[src/rtl/lcd_window_fill_ctrl.sv]
// Fills a rectangular window on an SPI LCD: emits CASET/RASET/RAMWR command and
// data bytes, then streams one RGB565 colour for every pixel in the window.
module lcd_window_fill_ctrl #(
  parameter int X_OFFSET = 40,
  parameter int Y_OFFSET = 53,
  parameter int WIDTH    = 240,
  parameter int HEIGHT   = 135
) (
  input  logic        clk,
  input  logic        resetn,
  input  logic        req_valid,
  output logic        req_ready,
  input  logic [8:0]  req_x0,
  input  logic [8:0]  req_x1,
  input  logic [8:0]  req_y0,
  input  logic [8:0]  req_y1,
  input  logic [15:0] req_color,
  output logic        tx_valid,
  input  logic        tx_ready,
  output logic [7:0]  tx_data,
  output logic        tx_dc,
  output logic        tx_last,
  output logic        busy,
  output logic        done,
  output logic        err
);

  typedef enum logic [2:0] {
    S_IDLE,
    S_CASET_CMD,
    S_CASET_DATA,
    S_RASET_CMD,
    S_RASET_DATA,
    S_RAMWR_CMD,
    S_PIX_HI,
    S_PIX_LO
  } state_t;

  localparam logic [7:0]  CMD_CASET = 8'h2A;
  localparam logic [7:0]  CMD_RASET = 8'h2B;
  localparam logic [7:0]  CMD_RAMWR = 8'h2C;
  localparam logic [15:0] X_OFF16   = 16'(X_OFFSET);
  localparam logic [15:0] Y_OFF16   = 16'(Y_OFFSET);
  localparam logic [9:0]  WIDTH10   = 10'(WIDTH);
  localparam logic [9:0]  HEIGHT10  = 10'(HEIGHT);

  state_t      state_q, state_d;
  logic [1:0]  byte_idx_q, byte_idx_d;
  logic [19:0] pix_rem_q, pix_rem_d;
  logic [15:0] xs_q, xs_d;
  logic [15:0] xe_q, xe_d;
  logic [15:0] ys_q, ys_d;
  logic [15:0] ye_q, ye_d;
  logic [15:0] color_q, color_d;
  logic        done_q, done_d;
  logic        err_q, err_d;

  logic        accept;
  logic        req_bad;
  logic        hs;
  logic [9:0]  win_w;
  logic [9:0]  win_h;
  logic [19:0] win_pixels;

  // Start/end word pair for the 4-byte CASET/RASET payload, MSB first.
  function automatic logic [7:0] window_byte(input logic [15:0] start_w,
                                             input logic [15:0] end_w,
                                             input logic [1:0]  idx);
    logic [7:0] b;
    case (idx)
      2'd0:    b = start_w[15:8];
      2'd1:    b = start_w[7:0];
      2'd2:    b = end_w[15:8];
      default: b = end_w[7:0];
    endcase
    return b;
  endfunction

  assign req_bad = (req_x0 > req_x1) || (req_y0 > req_y1) ||
                   ({1'b0, req_x1} >= WIDTH10) || ({1'b0, req_y1} >= HEIGHT10);
  assign win_w      = {1'b0, req_x1} - {1'b0, req_x0} + 10'd1;
  assign win_h      = {1'b0, req_y1} - {1'b0, req_y0} + 10'd1;
  assign win_pixels = 20'(win_w) * 20'(win_h);

  // Holding off acceptance while err is high keeps err pulses from merging.
  assign req_ready = (state_q == S_IDLE) && !err_q;
  assign accept    = req_valid && req_ready;
  assign tx_valid  = (state_q != S_IDLE);
  assign hs        = tx_valid && tx_ready;
  assign busy      = tx_valid;
  assign done      = done_q;
  assign err       = err_q;

  always_comb begin
    state_d    = state_q;
    byte_idx_d = byte_idx_q;
    pix_rem_d  = pix_rem_q;
    xs_d       = xs_q;
    xe_d       = xe_q;
    ys_d       = ys_q;
    ye_d       = ye_q;
    color_d    = color_q;
    done_d     = 1'b0;
    err_d      = 1'b0;
    tx_data    = 8'h00;
    tx_dc      = 1'b0;
    tx_last    = 1'b0;

    case (state_q)
      S_IDLE: begin
        if (accept) begin
          if (req_bad) begin
            err_d = 1'b1;
          end else begin
            xs_d       = 16'({7'd0, req_x0}) + X_OFF16;
            xe_d       = 16'({7'd0, req_x1}) + X_OFF16;
            ys_d       = 16'({7'd0, req_y0}) + Y_OFF16;
            ye_d       = 16'({7'd0, req_y1}) + Y_OFF16;
            color_d    = req_color;
            pix_rem_d  = win_pixels;
            byte_idx_d = 2'd0;
            state_d    = S_CASET_CMD;
          end
        end
      end
      S_CASET_CMD: begin
        tx_data = CMD_CASET;
        if (hs) state_d = S_CASET_DATA;
      end
      S_CASET_DATA: begin
        tx_dc   = 1'b1;
        tx_data = window_byte(xs_q, xe_q, byte_idx_q);
        if (hs) begin
          byte_idx_d = byte_idx_q + 2'd1;
          if (byte_idx_q == 2'd3) state_d = S_RASET_CMD;
        end
      end
      S_RASET_CMD: begin
        tx_data = CMD_RASET;
        if (hs) state_d = S_RASET_DATA;
      end
      S_RASET_DATA: begin
        tx_dc   = 1'b1;
        tx_data = window_byte(ys_q, ye_q, byte_idx_q);
        if (hs) begin
          byte_idx_d = byte_idx_q + 2'd1;
          if (byte_idx_q == 2'd3) state_d = S_RAMWR_CMD;
        end
      end
      S_RAMWR_CMD: begin
        tx_data = CMD_RAMWR;
        if (hs) state_d = S_PIX_HI;
      end
      S_PIX_HI: begin
        tx_dc   = 1'b1;
        tx_data = color_q[15:8];
        if (hs) state_d = S_PIX_LO;
      end
      S_PIX_LO: begin
        tx_dc   = 1'b1;
        tx_data = color_q[7:0];
        tx_last = (pix_rem_q == 20'd1);
        if (hs) begin
          if (pix_rem_q == 20'd1) begin
            pix_rem_d = 20'd0;
            done_d    = 1'b1;
            state_d   = S_IDLE;
          end else begin
            pix_rem_d = pix_rem_q - 20'd1;
            state_d   = S_PIX_HI;
          end
        end
      end
      default: state_d = S_IDLE;
    endcase
  end

  always_ff @(posedge clk or negedge resetn) begin
    if (!resetn) begin
      state_q    <= S_IDLE;
      byte_idx_q <= 2'd0;
      pix_rem_q  <= 20'd0;
      xs_q       <= 16'd0;
      xe_q       <= 16'd0;
      ys_q       <= 16'd0;
      ye_q       <= 16'd0;
      color_q    <= 16'd0;
      done_q     <= 1'b0;
      err_q      <= 1'b0;
    end else begin
      state_q    <= state_d;
      byte_idx_q <= byte_idx_d;
      pix_rem_q  <= pix_rem_d;
      xs_q       <= xs_d;
      xe_q       <= xe_d;
      ys_q       <= ys_d;
      ye_q       <= ye_d;
      color_q    <= color_d;
      done_q     <= done_d;
      err_q      <= err_d;
    end
  end

endmodule
[config.mk]
export PLATFORM = sky130hd
export DESIGN_NAME = lcd_window_fill_ctrl
export DESIGN_NICKNAME = d
export VERILOG_FILES = /design/src/rtl/lcd_window_fill_ctrl.sv
export SDC_FILE = /design/constraint.sdc
export NUM_CORES = 1
export LEC_CHECK = 0
export ABC_AREA = 1
export BUFFER_PORTS_ARGS = -buffer_cell sky130_fd_sc_hd__buf_2
export CORE_MARGIN = 2
export CORE_UTILIZATION = 66
export CTS_BUF_LIST = sky130_fd_sc_hd__clkbuf_16
export DETAILED_ROUTE_END_ITERATION = 8
export GPL_TIMING_DRIVEN = 0
export MAX_ROUTING_LAYER = met4
export PLACE_DENSITY_LB_ADDON = 0.25
export SYNTH_ARGS = -nofsm -noshare
export SYNTH_HDL_FRONTEND = slang
export SYNTH_SLANG_ARGS = --single-unit
[constraint.sdc]
create_clock -name clk -period 3.25 [get_ports clk]
set_input_delay 0.325 -clock clk [delete_from_list [all_inputs] [get_ports clk]]
set_output_delay 0.325 -clock clk [all_outputs]
set_load 0.005 [all_outputs]
==> metrics.md <==
| Metric | Value |
|---|---|
| Status | finished with violations |
| Violated checks | setup timing |
| Final Hold Fails | 0 |
| WL met2 | approximately 15000 um |
| Post-synthesis instance area | 9651 sq um |
| GPL Wtd Cong | around 0.94 |
| First DRT Iteration DRCs | ~1200 |
| Clk buf depth | 2 |
| Critical path buffer and inverter count | 8 |
| Final Net Count | approximately 1700 |
| Startpoint types | input pin |
| Reg2reg end | state_q[2]$_DFFE_PN0P_ |
| Largest net degree at the start of global routing | between 40 and 50 |
| Synth cell types | between 40 and 50 |
| Slew headroom | a little over half |
| Metal1 wirelength | 12080 um |
| Fmax | between 150 and 200 MHz |
| Wirelength per Cell | approximately 20 um |
| Share of cells above drive strength 1 | between 20% and 30% |
| Max incr delay on CP | roughly 550 ps |
| Slowest-stage cell, CP | fa_1 |
| Final Critical Period | between 5000 and 6000 ps |
| Clk_lat worst skew | approximately 360 ps |
| Warnings, synthesis | 0 |
| Path category of the worst min-delay check | input pin to flop |
| Syn nets | about 1600 |
| Hold_sp | req_color[10] |
| CTS tree | yes |
| Reg2reg start | state_q[2]$_DFFE_PN0P_ |
| Sink Count | 83 |
| Std-Cell Rows | 44 |
| Reg2Reg Setup Slack | around 1100 ps |
| Hold endpoint | color_q[10]$_DFFE_PN0P_ |
| Synth Flop Type | dfrtp_1 |
| Layout area overhead | 25.89% |
| DRC errors left | 0 |
| Sequential share of the synthesized area | 21.52% |
| Required time worst endpoint | 3500 ps |
| Clock-pin slew of the registers on the worst-case setup and hold paths | 70 ps |
| Largest cells by area after synthesis | dfrtp_1 (22%), nand2_1 (16%), ha_1 (15%) |
| TritonCTS Buffers | 9 |
| Worst-Margin Slew | roughly 690 ps |
| Met3 wire length | between 3000 and 4000 um |
| Largest area contributor in the netlist | dfrtp_1 |
| H-tree depth | 3 |
| Placed cells | 1598 |
| Yosys top cell area share | a little over a fifth |
| Maxcap violations | 0 |
| Final setup fails | 17 |
| Most used cell, CP | nand2_1 |
| Vias in the first global route | roughly 10000 |
| Critical Path Sink Type | flop |
| Non-filler cells, final | about 1700 |
| EDFF count, synth | 0 |
| Final slew viol count | 0 |
| Cells after Synth | 1343 |
| Cell family with most CP delay | adder cells |
| I/O pin cnt | 71 |
| Die W | ~120 um |
| Ant diodes | 0 |
| Core area | ~14000 sq um |
| Total congestion overflow | 0 |
| Vias per cell | 6.236 |
| Routed WL | around 32000 um |
| Reg2Reg Depth | 10 |
| Initial antenna violation count | 0 |
| I/O Buffers | 70 |
| Clock Skew | a little over 6 ps |
| First-pass GRT wire length | 48160 um |
| Root Buffer | clkbuf_16 |
| Worst Hold Depth | 3 |
| Count leader, synth | nand2_1 |
| Yosys reg bits | between 80 and 90 |
| First-pass DRT Iterations | 7 |
| Total Die Area | ~16000 sq um |
| Syn Area/Cell | 7.186 sq um |
| Final cycle utilization of the critical path | 184.1% |
| Die Height | 124.9 um |
| RSZ-0062 raised after global routing | true |
| Synth top cells by count | nand2_1 (405), inv_1 (217), ha_1 (112) |
| Setup CP Type | input pin to flop |
| GRT Overall Usage | roughly two fifths |
| Via count | 10371 |
| CP max FO | 5 |
| Critical Path AT | 6230 ps |
| Ys async rst share | between 90% and 100% |
| Final worst slack | -2733 ps |
| Initial Util | between 60% and 70% |
| HPWL after DPL | between 20000 and 25000 um |
| Top layer in use | met4 |
| Antenna Violating Nets Remaining | 0 |
==> area by class of cell <==
cell class | instances | area, sq um
timing repair buffer | 121 | 829.5
tap | 184 | 230.2
fill | 819 | 2275
clock inverter | 7 | 90.09
sequential | 83 | 2077
multi-input combinational | 1011 | 7682
inverter | 223 | 874.6
buffer | 25 | 140.1
clock buffer | 9 | 225.2
==> flip-flops by register name, summed over array words and instances, names as in the netlist <==
| name | flops |
|---|---|
| byte_idx_q | 2 |
| ye_q | 10 |
| state_q | 3 |
| pix_rem_q | 20 |
| done | 1 |
| xs_q | 10 |
| err | 1 |
| ys_q | 10 |
| xe_q | 10 |
| color_q | 16 |
==> worst register-to-register path: stages (launching register included) <==
cell and delay (ps):
dfrtp_1 320, buf_2 180, inv_2 90, nor2_2 370, inv_1 310, nand2_1 170, nor2_1 50, a21oi_1 250
nand4_1 200, nand2_1 100, nand2_1 50
==> logic make-up (layout without fill, tap and decap cells) <==
kind of cell	after synthesis	in the layout	synth area share [%]
XOR/XNOR	36	36	3.267
buffers and inverters	249	385	10.16
flip-flops	83	83	21.52
AO/OA/AOI/OAI	154	154	9.141
AND/OR/NAND/NOR	643	643	27.69
adder cells (fa/ha/maj)	178	178	28.21
==> stage by stage <==
step | TNS [ps] | setup WS [ps] | hold WS, ps | area, sq um | util, %
final | -37640 | -2733 | 159.0 | 12150 | 84.23
after global routing | -40470 | -2891 | 168.4 | 12150 | 84.23
after CTS | -33080 | -2386 | 163.2 | 11790 | 81.75
after detailed placement | -45670 | -3347 | 321.9 | 10720 | 74.34
after global placement | -44020 | -3237 | 459.8 | 10690 | 74.13
after floorplan | -32270 | -2378 | 29.41 | 10110 | -
==> timing repair <==
action | CTS | global route
endpoints found under the hold margin | 36 | 0
gates cloned | 0 | 0
endpoints found under the setup margin | 17 | 17
hold buffers | 1 | 0
gates resized for setup | 107 | 72
buffers inserted | 36 | 15
pin swaps | 55 | 53
==> worst max-delay path by stage <==
| stage | startpoint | endpoint | cells past startpoint |
|---|---|---|---|
| after floorplan | req_x1[1] | pix_rem_q[11]$_DFFE_PN0P_ | 34 |
| after global placement | req_x0[5] | pix_rem_q[18]$_DFFE_PN0P_ | 29 |
| after detailed placement | req_x0[4] | pix_rem_q[18]$_DFFE_PN0P_ | 31 |
| after CTS | req_x1[1] | pix_rem_q[16]$_DFFE_PN0P_ | 36 |
| after global routing | req_x1[1] | pix_rem_q[17]$_DFFE_PN0P_ | 36 |
| final | req_x0[0] | pix_rem_q[17]$_DFFE_PN0P_ | 35 |
==> routing by layer <==
layer  global-route usage, %  up-vias
li1                        -     4487
met2                   63.74      770
met4                   17.52        0
met1                   48.96     4899
met3                   7.560      215
met5                       -        -
==> cell usage in the layout, fill, tap and decap left out, drive strengths merged, types with 3 or more instances in the layout <==
master   Yosys  routed
ha         112     112
o211ai       4       4
dfrtp       83      83
o21ai       70      70
nand4       10      10
fa          66      66
o22ai        7       7
clkbuf      11      20
o311ai       3       3
buf         15     134
a21o         8       8
xor2        28      28
nand3       74      74
a21oi       44      44
nor4         3       3
nand2      408     408
inv        221     227
nand3b       6       6
or2         16      16
xnor2        8       8
nor2       111     111
nor3        15      15
a22oi        4       4
o2111ai      5       5
Power is not shown: default switching activity piles up to over one toggle a cycle in this logic, so the estimate is an artifact.
